### src/rtl/pipe_ctrl_unit.sv
// pipe_ctrl_unit: registered RV32I(+M) control decoder with a valid/ready
// decode/execute pipeline register, a hold counter that models MUL/DIV
// latency, and a synchronous flush.
module pipe_ctrl_unit #(
    parameter logic EN_M    = 1'b1,
    parameter int   MUL_LAT = 2,
    parameter int   DIV_LAT = 32
) (
    input  logic       clk,
    input  logic       rst_n,
    input  logic       flush,
    input  logic       in_valid,
    output logic       in_ready,
    input  logic [6:0] opcode,
    input  logic [6:0] funct7,
    input  logic [2:0] funct3,
    output logic       out_valid,
    input  logic       out_ready,
    output logic       rf_en,
    output logic       dm_wr_en,
    output logic       dm_rd_en,
    output logic       csr_wr_en,
    output logic       opr_a_sel,
    output logic       opr_b_sel,
    output logic [1:0] wb_sel,
    output logic       m_op,
    output logic       m_div,
    output logic       illegal,
    output logic       busy
);

    localparam int MAX_LAT = (MUL_LAT > DIV_LAT) ? MUL_LAT : DIV_LAT;
    localparam int CNT_W   = $clog2(MAX_LAT + 1);

    localparam logic [CNT_W-1:0] MUL_L = CNT_W'(MUL_LAT);
    localparam logic [CNT_W-1:0] DIV_L = CNT_W'(DIV_LAT);
    localparam logic [CNT_W-1:0] ONE_L = CNT_W'(1);

    localparam logic [6:0] OPC_OP     = 7'b0110011;
    localparam logic [6:0] OPC_OPIMM  = 7'b0010011;
    localparam logic [6:0] OPC_LOAD   = 7'b0000011;
    localparam logic [6:0] OPC_STORE  = 7'b0100011;
    localparam logic [6:0] OPC_BRANCH = 7'b1100011;
    localparam logic [6:0] OPC_JAL    = 7'b1101111;
    localparam logic [6:0] OPC_JALR   = 7'b1100111;
    localparam logic [6:0] OPC_LUI    = 7'b0110111;
    localparam logic [6:0] OPC_AUIPC  = 7'b0010111;
    localparam logic [6:0] OPC_SYSTEM = 7'b1110011;
    localparam logic [6:0] F7_MULDIV  = 7'b0000001;

    typedef enum logic [1:0] {
        IDLE  = 2'd0,
        MWAIT = 2'd1,
        ISSUE = 2'd2
    } state_t;

    state_t           state_reg, state_next;
    logic [CNT_W-1:0] cnt_reg, cnt_next;
    logic             load_bundle;
    logic             accept;

    // Combinational decode results
    logic       dec_rf, dec_dwr, dec_drd, dec_csr, dec_a, dec_b;
    logic [1:0] dec_wb;
    logic       dec_m, dec_div, dec_ill;
    logic       is_m_enc;
    logic [CNT_W-1:0] dec_lat;
    logic       dec_long;

    // Registered control bundle
    logic       rf_reg, dwr_reg, drd_reg, csr_reg, a_reg, b_reg;
    logic [1:0] wb_reg;
    logic       m_reg, div_reg, ill_reg;

    // Only funct3[2] selects the M-extension class; the low bits do not
    // affect any control here.
    logic unused_funct3;
    assign unused_funct3 = ^funct3[1:0];

    assign is_m_enc = (opcode == OPC_OP) && (funct7 == F7_MULDIV);

    // Decode opcode/funct fields into the control bundle
    always_comb begin
        dec_rf  = 1'b0;
        dec_dwr = 1'b0;
        dec_drd = 1'b0;
        dec_csr = 1'b0;
        dec_a   = 1'b0;
        dec_b   = 1'b0;
        dec_wb  = 2'b00;
        dec_m   = 1'b0;
        dec_div = 1'b0;
        dec_ill = 1'b0;
        case (opcode)
            OPC_OP: begin
                if (is_m_enc && !EN_M) begin
                    dec_ill = 1'b1;
                end else begin
                    dec_rf  = 1'b1;
                    dec_m   = is_m_enc;
                    dec_div = is_m_enc & funct3[2];
                end
            end
            OPC_OPIMM: begin
                dec_rf = 1'b1;
                dec_b  = 1'b1;
            end
            OPC_LOAD: begin
                dec_rf  = 1'b1;
                dec_drd = 1'b1;
                dec_b   = 1'b1;
                dec_wb  = 2'b01;
            end
            OPC_STORE: begin
                dec_dwr = 1'b1;
                dec_b   = 1'b1;
            end
            OPC_BRANCH: begin
                dec_a = 1'b1;
                dec_b = 1'b1;
            end
            OPC_JAL: begin
                dec_rf = 1'b1;
                dec_a  = 1'b1;
                dec_b  = 1'b1;
                dec_wb = 2'b10;
            end
            OPC_JALR: begin
                dec_rf = 1'b1;
                dec_b  = 1'b1;
                dec_wb = 2'b10;
            end
            OPC_LUI: begin
                dec_rf = 1'b1;
                dec_b  = 1'b1;
            end
            OPC_AUIPC: begin
                dec_rf = 1'b1;
                dec_a  = 1'b1;
                dec_b  = 1'b1;
            end
            OPC_SYSTEM: begin
                dec_rf  = 1'b1;
                dec_a   = 1'b1;
                dec_wb  = 2'b11;
                dec_csr = 1'b1;
            end
            default: begin
                dec_ill = 1'b1;
            end
        endcase
    end

    assign dec_lat  = dec_div ? DIV_L : MUL_L;
    assign dec_long = dec_m && (dec_lat > ONE_L);

    // Ready is masked during reset so that every output reads 0 while rst_n is low
    assign in_ready = rst_n && !flush &&
                      ((state_reg == IDLE) || ((state_reg == ISSUE) && out_ready));
    assign accept   = in_valid && in_ready;

    // Next-state logic: accept into MWAIT or ISSUE, count down, drain on out_ready
    always_comb begin
        state_next  = state_reg;
        cnt_next    = cnt_reg;
        load_bundle = 1'b0;
        case (state_reg)
            IDLE, ISSUE: begin
                if (accept) begin
                    load_bundle = 1'b1;
                    if (dec_long) begin
                        state_next = MWAIT;
                        cnt_next   = dec_lat - ONE_L;
                    end else begin
                        state_next = ISSUE;
                        cnt_next   = '0;
                    end
                end else if ((state_reg == ISSUE) && out_ready) begin
                    state_next = IDLE;
                end
            end
            MWAIT: begin
                if (cnt_reg == '0) begin
                    state_next = ISSUE;
                end else begin
                    cnt_next = cnt_reg - ONE_L;
                end
            end
            default: begin
                state_next = IDLE;
                cnt_next   = '0;
            end
        endcase
    end

    // State and hold-counter register; flush returns to IDLE below reset priority
    always_ff @(posedge clk) begin
        if (!rst_n) begin
            state_reg <= IDLE;
            cnt_reg   <= '0;
        end else if (flush) begin
            state_reg <= IDLE;
            cnt_reg   <= '0;
        end else begin
            state_reg <= state_next;
            cnt_reg   <= cnt_next;
        end
    end

    // Decode/execute pipeline register: loads only on accept, so it holds under backpressure
    always_ff @(posedge clk) begin
        if (!rst_n || flush) begin
            rf_reg  <= 1'b0;
            dwr_reg <= 1'b0;
            drd_reg <= 1'b0;
            csr_reg <= 1'b0;
            a_reg   <= 1'b0;
            b_reg   <= 1'b0;
            wb_reg  <= 2'b00;
            m_reg   <= 1'b0;
            div_reg <= 1'b0;
            ill_reg <= 1'b0;
        end else if (load_bundle) begin
            rf_reg  <= dec_rf;
            dwr_reg <= dec_dwr;
            drd_reg <= dec_drd;
            csr_reg <= dec_csr;
            a_reg   <= dec_a;
            b_reg   <= dec_b;
            wb_reg  <= dec_wb;
            m_reg   <= dec_m;
            div_reg <= dec_div;
            ill_reg <= dec_ill;
        end
    end

    assign out_valid = (state_reg == ISSUE);
    assign busy      = (state_reg == MWAIT);
    assign rf_en     = rf_reg;
    assign dm_wr_en  = dwr_reg;
    assign dm_rd_en  = drd_reg;
    assign csr_wr_en = csr_reg;
    assign opr_a_sel = a_reg;
    assign opr_b_sel = b_reg;
    assign wb_sel    = wb_reg;
    assign m_op      = m_reg;
    assign m_div     = div_reg;
    assign illegal   = ill_reg && out_valid;

endmodule
### config.mk
export PLATFORM = sky130hd
export DESIGN_NAME = pipe_ctrl_unit
export DESIGN_NICKNAME = d
export VERILOG_FILES = /design/src/rtl/pipe_ctrl_unit.sv
export SDC_FILE = /design/constraint.sdc
export NUM_CORES = 1
export LEC_CHECK = 0
export ABC_AREA = 1
export CAP_MARGIN = 5
export CORE_MARGIN = 2
export CORE_UTILIZATION = 50
export DETAILED_ROUTE_END_ITERATION = 10
export GPL_TIMING_DRIVEN = 0
export PLACE_DENSITY_LB_ADDON = 0.1
export SLEW_MARGIN = 15
export SYNTH_ARGS = -nofsm -noshare
export SYNTH_HDL_FRONTEND = slang
export SYNTH_SLANG_ARGS = --single-unit
### constraint.sdc
create_clock -name clk -period 3.04 [get_ports clk]
set_clock_uncertainty 0.15 [all_clocks]
set_input_delay 0.608 -clock clk [delete_from_list [all_inputs] [get_ports clk]]
set_output_delay 0.608 -clock clk [all_outputs]
set_load 0.1 [all_outputs]
; Word level (Yosys, flattened, before mapping)
; Index checks and enable logic that the tools add are counted.
[totals]
out_inout_bits = 14
regBits = 19
input_bits = 22
[classes]
muxes = 22
order_cmp = 1
n_reduce_logical = 22
bitwise_logic = 2
addsub = 2
n_eq_ne = 17
[op_table]
columns = op, count
row1 = 7-bit == test (second input constant), 4
row2 = 6-bit two-way mux, 4
row3 = 7-bit by 6-bit == test with 1-bit output (second input constant), 3
row4 = 8-bit OR reduction, 2
row5 = 7-bit by 5-bit == test with 1-bit output (second input constant), 2
row6 = 6-bit one-hot mux with 2 select lines, 1
row7 = 6-bit by 1-bit subtractor with 6-bit output (second input constant), 2
row8 = 1-bit two-way mux, 11
row9 = 10-bit OR reduction, 1
row10 = 2-bit two-way mux, 4
row11 = 7-bit by 1-bit == test with 1-bit output (second input constant), 1
row12 = 7-bit by 2-bit == test with 1-bit output (second input constant), 1
row13 = 1-bit logical AND, 7
row14 = 6-bit by 1-bit greater-than comparator with 1-bit output (second input constant), 1
row15 = 6-bit logical NOT, 1
row16 = 2-bit one-hot mux with 3 select lines, 1
row17 = 2-bit OR reduction, 3
row18 = 2-bit inequality test (second input constant), 2
row19 = 2-bit one-hot mux with 2 select lines, 1
row20 = 2-bit AND reduction, 2
row21 = 4-bit OR reduction, 1
row22 = 3-bit inequality test (second input constant), 1
row23 = 2-bit by 1-bit == test with 1-bit output (second input constant), 1
row24 = 2-bit == test (second input constant), 1
row25 = other kinds (6), 8

; Longest topological paths before layout
[depth]
ltp_word = 10
depth_mapped = 9

; Worst setup path after synthesis
; No wires, ideal clock.
[synth_timing]
path_kind = input-to-output
from = input port rst_n
to = output port in_ready
arrival_ns = 2.125
t_required_ns = 2.282
setup_slack_ns = 0.157
path_buffers = 0
path_stages = 4
cell_sequence = inv_2 > nor2_8 > inv_1 > nor2_1
[synth_via]
elab_chain_cells = 2
[synth_lines]
columns = element, line_no
row1 = from (decl), 10  ; input logic rst_n,
row2 = 1-bit logical AND (2 in a row), 158  ; assign in_ready = rst_n && !flush &&
row3 = to (decl), 13  ; output logic in_ready,
; Every way passes these cells.

; Worst setup path after layout
[layout_timing]
from = register state_reg[0]
to = output port busy
[layout_via]
elab_chain_cells = 1
[layout_lines]
columns = element, line_no
row1 = from (decl), 57  ; state_t state_reg, state_next;
row2 = from (signal assigned), 205  ; state_reg <= state_next;
row3 = 2-bit by 1-bit == test with 1-bit output, 238  ; assign busy = (state_reg == MWAIT);
row4 = to (decl), 29  ; output logic busy
; Every way passes these cells.

==> impl_metrics.py <==
metrics = {
    "placement": {
        "dp_hpwl_um": 2290,
        "port_buffers": 33,
        "place_area_um2": 1580,
        "finalWeightedCongestion": 0.857,
        "post-place-ws_ns": -0.389,
        "dp.cells": 248,
    },
    "layout": {
        "regArea_um2": 380,
        "drive_above_1_share": 0.112,
        "utilization": 0.714,
        "fillers": 203,
        "fin_nets": 249,
        "area_growth_pct": 32.3,
        "instances_no_fill": 252,
        "largest_reg_flops": 6,
        "num_antenna_cells": 0,
        "multi_input_area_um2": 706,
        "stdcell_area_um2": 1610,
    },
    "yosys": {
        "synth_most_common_cell": "nor2_1",
        "synth.top_cells.by_count": "nor2_1 (41), nand2_1 (39), inv_1 (21)",
        "synthesis.nets": 211,
        "postSynthCellCount": 187,
        "synth_enable_flop_cells": 0,
        "netlist_area_um2": 1220,
        "ys.flop_type": "dfxtp_1",
        "yosys.area.top_type_share": 0.313,
        "ys_async_sr_fraction": 0,
        "ys_ff_latch": 19,
        "synth_top_area_cell": "dfxtp_1",
        "synth.distinct_cells": 24,
        "syn_area_per_cell_um2": 6.50,
        "yosysWarnings": 0,
        "synth_area_leaders": "dfxtp_1 (31%), nor2_1 (13%), nand2_1 (12%)",
        "yosysSeqAreaShare": 0.313,
    },
    "worst_setup_path": {
        "worstSetupStartpointType": "flop",
        "rr_worst_depth": 7,
        "ff2ff_setup_slack_ns": 1.56,
        "timing.rr.start": "state_reg[1]",
        "worst-endpoint-arrival_ns": 2.19,
        "crit_fanout": 7,
        "critPathCaptureType": "output port",
        "crit_type": "flop to output port",
        "reg2reg_to": "wb_sel[1]",
        "crit_start": "state_reg[0]",
        "critPathRequiredTime_ns": 2.28,
    },
    "timing": {
        "finalWorstSetupSlack_ns": 0.0924,
        "period_needed_ns": 2.95,
        "fmax_ghz": 0.339,
        "hold_ws_ns": 0.334,
        "setup_viol": 0,
        "finalHoldViolCount": 0,
        "timing.final.crit_share": 0.970,
        "slew_violations": 0,
        "rsz0062_at_grt": "false",
        "slew_headroom": 0.349,
        "worst_pin_slew_ns": 0.974,
    },
    "pwr": {
        "power.leakage_nw": 0.713,
        "peakVddDrop_mv": 0.249,
        "power.density_nw_per_um2": 315,
    },
    "drt": {
        "first_iter_violations": 50,
        "via_count": 1271,
        "avgViaCountPerCell": 5.04,
        "firstDrtPassIters": 4,
        "ant_nets": 0,
        "wl_met2_um": 1330,
        "drc": 0,
        "detail_route.wl_per_cell_um": 11.4,
        "totalWireLength_um": 2880,
        "dr_wl_met3_um": 191,
        "wl_met1_um": 1320,
        "routed.top_layer": "met4",
    },
    "global_route": {
        "grtUsageTotal": 0.234,
        "gr-total-overflow": 0,
        "grt_start_max_net_pins": 11,
        "grt_pass1_wl_um": 4980,
        "antenna_found_initial": 0,
        "grt_pass1_vias": 1272,
    },
    "worst_hold_path": {
        "whs_path_depth": 2,
        "hold_path.class": "flop to flop",
        "hp-start": "ill_reg",
        "hold_path_end": "ill_reg",
    },
    "clock_tree": {
        "htree_levels": 1,
        "cts-root-buf": "clkbuf_4",
        "cts_resized": 3,
        "cts_buffer_depth": 2,
        "cts_tree": "built",
        "worstSkewPairLatency_ns": 0.29,
        "cts_setup_buffers": 0,
        "cts_hold_buf": 0,
        "clk_pin_slew_ns": 0.11,
        "clock_sinks": 19,
        "numCtsBuffers": 3,
    },
    "floorplan": {
        "ioPinCount": 36,
        "die_h_um": 53.3,
        "fp.dieW_um": 53.3,
        "start_util": 0.539,
        "coreArea_um2": 2250,
        "row_count": 17,
        "dieArea_um2": 2840,
    },
    "job": {
        "drv_cap": 0,
    },
    "run_status": {
        "run_status": "completed",
    },
}
==> metal layers <==
layer / vias to the layer above / track usage
met3: 8 / 0.0282
met1: 552 / 0.280
met4: 0 / 0.0983
li1: 661 / -
met5: - / 0
met2: 50 / 0.414
==> where the power goes <==
group | internal (mW) | switching, mW
combinational | 0.0479 | 0.0754
clock | 0.0510 | 0.0759
sequential | 0.254 | 0.00315
total | 0.353 | 0.154
==> placed cells by master (no fill, tap or decap), types with 2 or more instances in the layout <==
cell type | netlist | final
clkbuf_4 | 0 | 3
nand2_4 | 2 | 2
nor3_1 | 2 | 2
nand2_2 | 3 | 3
clkdlybuf4s50_1 | 0 | 32
nor2_1 | 41 | 41
inv_2 | 5 | 5
ha_1 | 2 | 2
nand3_1 | 20 | 20
o21ai_0 | 6 | 6
dfxtp_1 | 19 | 19
o21ai_1 | 3 | 3
inv_1 | 21 | 21
nand2_1 | 39 | 39
nor2_8 | 2 | 2
a21oi_1 | 8 | 8
nand4_1 | 3 | 3
nor2_2 | 3 | 3
==> stage by stage <==
step | TNS [ns] | total power [mW]
floorplan | 0 | 0.341
global placement | -0.372 | 0.383
detailed placement | -0.389 | 0.386
CTS | 0 | 0.511
global route | 0 | 0.529
finish | 0 | 0.507
==> worst max-delay path: stages, from the launching register on <==
cell and delay (ns):
dfxtp_1 0.42, inv_2 0.13, nor2_8 0.18, clkdlybuf4s50_1 1.16
==> how the worst max path moves through the flow <==
stage,end,slack (ns),cells past startpoint
2_1_floorplan,in_ready,0.16,4
3_3_place_gp,in_ready,-0.37,5
3_5_place_dp,in_ready,-0.39,5
4_1_cts,busy,0.09,3
5_1_grt,busy,0.03,3
6_report,busy,0.09,3
==> cell families (layout without fill, tap and decap cells) <==
family / after synthesis / count (layout) / share of synthesized area
adder cells (fa/ha/maj): 2 / 2 / 0.0206
AND/OR/NAND/NOR: 119 / 119 / 0.476
flip-flops: 19 / 19 / 0.313
buffers and inverters: 29 / 66 / 0.107
AO/OA/AOI/OAI: 18 / 18 / 0.0833
==> final cells by class <==
class                   count  area share
plain buffers               3      0.0202
clock buffers               4      0.0163
inverters                  26      0.0607
multi-input cells         139       0.439
flip-flops and latches     19       0.236
well taps                  28      0.0218
repair buffers             33       0.206
(Power assumes the default switching activity.)
